===== src/rtl/culsans_exit_mailbox.sv =====
// tohost/fromhost exit mailbox on the peripheral bus.
// Optional watchdog: define CULSANS_EXIT_WATCHDOG_EN.
module culsans_exit_mailbox #(
  parameter int unsigned          AddrWidth      = 64,
  parameter logic [AddrWidth-1:0] BaseAddr       = AddrWidth'(64'h1000_0000),
  parameter logic [31:0]          WatchdogCycles = 32'd10_000_000,
  parameter logic [30:0]          WatchdogCode   = 31'h7FFF_FFF0
) (
  input  logic                 clk_i,
  input  logic                 rst_i,
  input  logic                 req_i,
  input  logic                 we_i,
  input  logic [AddrWidth-1:0] addr_i,
  input  logic [63:0]          wdata_i,
  input  logic [7:0]           be_i,
  output logic                 gnt_o,
  output logic                 rvalid_o,
  output logic [63:0]          rdata_o,
  output logic [31:0]          exit_o
);

  typedef enum logic {
    RUN,
    EXITED
  } state_t;

  localparam int unsigned WW = AddrWidth - 3;

  state_t      state_q, state_d;
  logic [31:0] exit_q, exit_d;
  logic [63:0] tohost_q, fromhost_q;
  logic [63:0] to_merged, from_merged;
  logic [63:0] rd_val;
  logic [63:0] rdata_q;
  logic        rvalid_q;
  logic [WW-1:0] word;
  logic        sel_to, sel_from;
  logic        wr_to, wr_from;
  logic        exit_hit;
  logic        unused_addr;

  assign unused_addr = ^addr_i[2:0];
  assign gnt_o       = req_i;

  // Word offset from the base; the byte lane bits never take part.
  assign word     = addr_i[AddrWidth-1:3] - BaseAddr[AddrWidth-1:3];
  assign sel_to   = (word == WW'(0));
  assign sel_from = (word == WW'(1));
  assign wr_to    = req_i & we_i & sel_to;
  assign wr_from  = req_i & we_i & sel_from;

  always_comb begin
    to_merged   = tohost_q;
    from_merged = fromhost_q;
    for (int i = 0; i < 8; i++) begin
      if (be_i[i]) begin
        to_merged[8*i +: 8]   = wdata_i[8*i +: 8];
        from_merged[8*i +: 8] = wdata_i[8*i +: 8];
      end
    end
  end

  always_comb begin
    rd_val = '0;
    unique case (1'b1)
      sel_to:   rd_val = tohost_q;
      sel_from: rd_val = fromhost_q;
      default:  rd_val = '0;
    endcase
  end

  assign exit_hit = wr_to & be_i[0] & to_merged[0];

`ifdef CULSANS_EXIT_WATCHDOG_EN
  logic [31:0] wdog_q, wdog_d;
  logic        sel_kick;
  logic        kick;
  logic        wdog_expire;

  assign sel_kick    = (word == WW'(2));
  assign kick        = req_i & we_i & sel_kick;
  assign wdog_expire = (state_q == RUN) &&
                       (wdog_q == WatchdogCycles - 32'd1);

  always_comb begin
    wdog_d = wdog_q;
    if (state_q == RUN) begin
      wdog_d = kick ? 32'd0 : wdog_q + 32'd1;
    end
  end

  always_ff @(posedge clk_i or posedge rst_i) begin
    if (rst_i) begin
      wdog_q <= '0;
    end else begin
      wdog_q <= wdog_d;
    end
  end
`endif

  always_comb begin
    state_d = state_q;
    exit_d  = exit_q;
    unique case (state_q)
      RUN: begin
        if (exit_hit) begin
          state_d = EXITED;
          exit_d  = to_merged[31:0];
        end
`ifdef CULSANS_EXIT_WATCHDOG_EN
        else if (wdog_expire) begin
          state_d = EXITED;
          exit_d  = {WatchdogCode, 1'b1};
        end
`endif
      end
      EXITED: begin
        state_d = EXITED;
      end
    endcase
  end

  always_ff @(posedge clk_i or posedge rst_i) begin
    if (rst_i) begin
      state_q <= RUN;
      exit_q  <= '0;
    end else begin
      state_q <= state_d;
      exit_q  <= exit_d;
    end
  end

  // Response data is captured before the same-cycle write lands.
  always_ff @(posedge clk_i or posedge rst_i) begin
    if (rst_i) begin
      tohost_q   <= '0;
      fromhost_q <= '0;
      rvalid_q   <= 1'b0;
      rdata_q    <= '0;
    end else begin
      rvalid_q <= req_i;
      if (req_i) begin
        rdata_q <= rd_val;
      end
      if (wr_to) begin
        tohost_q <= to_merged;
      end
      if (wr_from) begin
        fromhost_q <= from_merged;
      end
    end
  end

  assign rvalid_o = rvalid_q;
  assign rdata_o  = rdata_q;
  assign exit_o   = exit_q;

endmodule


===== config.mk =====
export PLATFORM = sky130hd
export DESIGN_NAME = culsans_exit_mailbox
export DESIGN_NICKNAME = d
export VERILOG_FILES = /design/src/rtl/culsans_exit_mailbox.sv
export SDC_FILE = /design/constraint.sdc
export NUM_CORES = 1
export LEC_CHECK = 0
export CAP_MARGIN = 0
export CELL_PAD_IN_SITES_DETAIL_PLACEMENT = 0
export CELL_PAD_IN_SITES_GLOBAL_PLACEMENT = 1
export CORE_MARGIN = 3
export CORE_UTILIZATION = 41
export DETAILED_ROUTE_END_ITERATION = 8
export PLACE_DENSITY_LB_ADDON = 0.1
export SETUP_SLACK_MARGIN = 0.02
export SLEW_MARGIN = 15
export SYNTH_ARGS = -nofsm -noshare
export SYNTH_HDL_FRONTEND = slang
export SYNTH_SLANG_ARGS = --single-unit

===== constraint.sdc =====
create_clock -name clk_i -period 9.6 [get_ports clk_i]
set_clock_uncertainty 0.2 [all_clocks]
set_input_delay 1.92 -clock clk_i [delete_from_list [all_inputs] [get_ports clk_i]]
set_output_delay 1.92 -clock clk_i [all_outputs]
set_load 0.02 [all_outputs]

==> results.cfg <==
[worst_hold_path]
whs_endpoint = exit_o[0]
hp-class = flop to flop
worstHoldStart = exit_o[0]
worstHoldPathCells = 1

[floorplan]
die-area_um2 = 28400
rows = 58
die-width_um = 169
ios = 238
start_util_pct = 42.3
die_y_um = 169
placeableCoreArea_um2 = 25600

[sta]
hold_violations = 0
setup_violations = 0
relSlewSlack_pct = 31.3
max_freq_mhz = 151
tns_ns = 0
tightest_slew_ns = 1.03
timing.hold.ws_ns = 0.271
rsz0062_at_grt = false
fin_crit_sh_pct = 68.8
slew_viol_final = 0
min_period_ns = 6.60

[placement]
gp_congestion = 0.747
io_buffers = 234
hpwl_mm = 17.5

[cells_and_area]
fin_nets = 1183
area_growth_pct = 32.2
diodes = 0
final_cell_mix = clkdlybuf4s50_1, dfrtp_1, mux2_2
drive_above_1_share_pct = 26.6
layout_commonest_cell = clkdlybuf4s50_1

[worst_setup_path]
crit_chain = clkdlybuf4s50_1 > inv_1 > ha_1 > or4b_2 > or3_1 > or4_1 > o311ai_0 > and2_2 > nand3_4 > o32ai_1
ff2ff_setup_slack_ns = 7.03
path_max_fanout = 64
start_kind = primary input
rr_worst_depth = 5
worstPathArrival_ns = 6.79
path_class = primary input to flop
r2r-end = exit_o[10]
required_ns = 9.78
worstReg2RegStart = state_q
cp_slowest_cell = nand3_4
endpoint_kind = flop
slowest_delay_ns = 0.90

[route]
vias_per_cell = 5.35
vias = 7439
dr.pass1.iters = 4
wirelength_mm = 26.8
wire_per_inst_um = 19.3
route.detailed.drc = 0
initialDrtViolationCount = 358
antenna_left = 0

[clocking]
cts_inserted_buffers = 25
postCtsHoldBufs = 0
cts_max_level = 1
cts_buffer_depth = 3
cts_resized = 0
insertion_delay_ns = 0.51
post_cts_buffers = 0
clk_pin_slew_ns = 0.06
cts_root_buf = clkbuf_16
cts_sinks = 226
cts_tree = built

[pwr]
internal_power_w = 0.00167
p_sw_w = 0.000450
p_seq_share_pct = 44.9
combPwrFrac_pct = 6.9
ir_drop_uv = 139
swShare_pct = 21.2
powerDensity_nw_per_um2 = 148
leakagePower_nw = 6.46
p_clk_share_pct = 48.2

[synth]
synthFlopType = dfrtp_1
synthArstFlopShare_pct = 100
yosys_warnings = 0
yosys_register_bits = 226
syn-num-nets = 960
synthTopCellsByArea = dfrtp_1, mux2_2, mux2i_1, o32ai_1, inv_1
netlist_area_um2 = 10800
synth_edf_count = 0
yosysTopAreaCell = dfrtp_1
synth_cells = 819
postSynthAreaPerCell_um2 = 13.2
seq_area_frac_synth_pct = 52.2
synth_top_area_share_pct = 52.2
yosysUniqueCellTypes = 65

[global_routing]
gr-total-overflow = 0
grt_pass1_wl_mm = 43.2
grt_pass1_vias = 7808
antenna_found_initial = 0
grt_start_max_net_pins = 143
gr-usage-all-layers_pct = 18.6

[status]
outcome = finished, final reports clean

[flow_run]
drv_cap = 0
layer usage:
metal	global-route usage [%]	vias up	part of all wire, %
met5	0	-	0
met4	3.20	0	1.1
met2	30.6	173	48
met1	26.2	3726	46
li1	-	3516	-
met3	3.64	24	5.0
metrics by stage:
stage / setup slack, ns / power [W] / utilization [%] / cell area (um^2) / instances
floorplan: 1.29 / 0.00103 / - / 10800 / 819
global placement: 2.46 / 0.00112 / 52.4 / 13400 / 1345
detailed placement: 2.39 / 0.00112 / 52.4 / 13400 / 1345
CTS: 2.93 / 0.00216 / 55.9 / 14300 / 1391
global route: 2.68 / 0.00221 / 56.0 / 14300 / 1391
finish: 3.00 / 0.00212 / 56.0 / 14300 / 1391
cell usage after synthesis, drive strengths merged, types with 2 or more instances:
| cell type | count |
|---|---|
| nand2 | 16 |
| nand4 | 20 |
| dfrtp | 226 |
| mux2i | 65 |
| xor2 | 4 |
| nand4b | 2 |
| buf | 24 |
| or2 | 6 |
| o32ai | 64 |
| nor2 | 6 |
| or4b | 2 |
| inv | 69 |
| a2111oi | 2 |
| nor3 | 19 |
| clkbuf | 21 |
| a211o | 2 |
| nand3b | 2 |
| nor4 | 14 |
| a21boi | 3 |
| or4 | 9 |
| nor4b | 6 |
| nor3b | 9 |
| and2 | 2 |
| o31ai | 3 |
| or3 | 7 |
| mux2 | 190 |
| nand3 | 5 |
state kept, by name, indices dropped and copies added, names as in the netlist:
name	flops
rvalid_o	1
state_q	1
tohost_q	64
exit_o	32
fromhost_q	64
rdata_o	64
layout make-up:
| class | count | area (um^2) |
|---|---|---|
| clock buffer | 37 | 751 |
| clock inverter | 9 | 151 |
| fill | 2172 | 11300 |
| inverter | 69 | 267 |
| multi-input combinational | 479 | 4710 |
| sequential | 226 | 5660 |
| tap | 330 | 413 |
| timing repair buffer | 241 | 2390 |
cells by family (layout without fill, tap and decap cells):
family,after synthesis,in the layout,share of synthesized area (%)
mux,255,255,25.7
xor+xnor,4,4,0.323
simple gates,130,130,9.49
flops,226,226,52.2
compound gates,89,89,7.49
fa+ha+maj,1,1,0.115
buf+inv,114,356,4.70
power groups by stage:
stage | Combinational [W] | Clock [W] | Sequential [W]
after floorplan | 0.0000623 | 0 | 0.000971
after global placement | 0.000149 | 0 | 0.000970
after CTS | 0.000150 | 0.00106 | 0.000953
final | 0.000147 | 0.00102 | 0.000953
after global routing | 0.000161 | 0.00109 | 0.000952
after detailed placement | 0.000150 | 0 | 0.000970
worst max-delay path: cells and delay by family:
family	cells	cell delay, ns
AO/OA/AOI/OAI	2	0.72
adder cells (fa/ha/maj)	1	0.25
AND/OR/NAND/NOR	5	3.30
buffers and inverters	2	0.55
how the worst max path moves through the flow:
stage               start     endpoint  cells past startpoint
4_1_cts        addr_i[28]   rdata_o[8]                     10
3_3_place_gp   addr_i[28]  rdata_o[17]                     10
3_5_place_dp   addr_i[28]  rdata_o[55]                     10
6_report       addr_i[28]  rdata_o[10]                     10
2_1_floorplan       rst_i    exit_o[0]                      1
5_1_grt        addr_i[28]  rdata_o[50]                     10
Note: power is estimated with default switching activity, not from simulation.
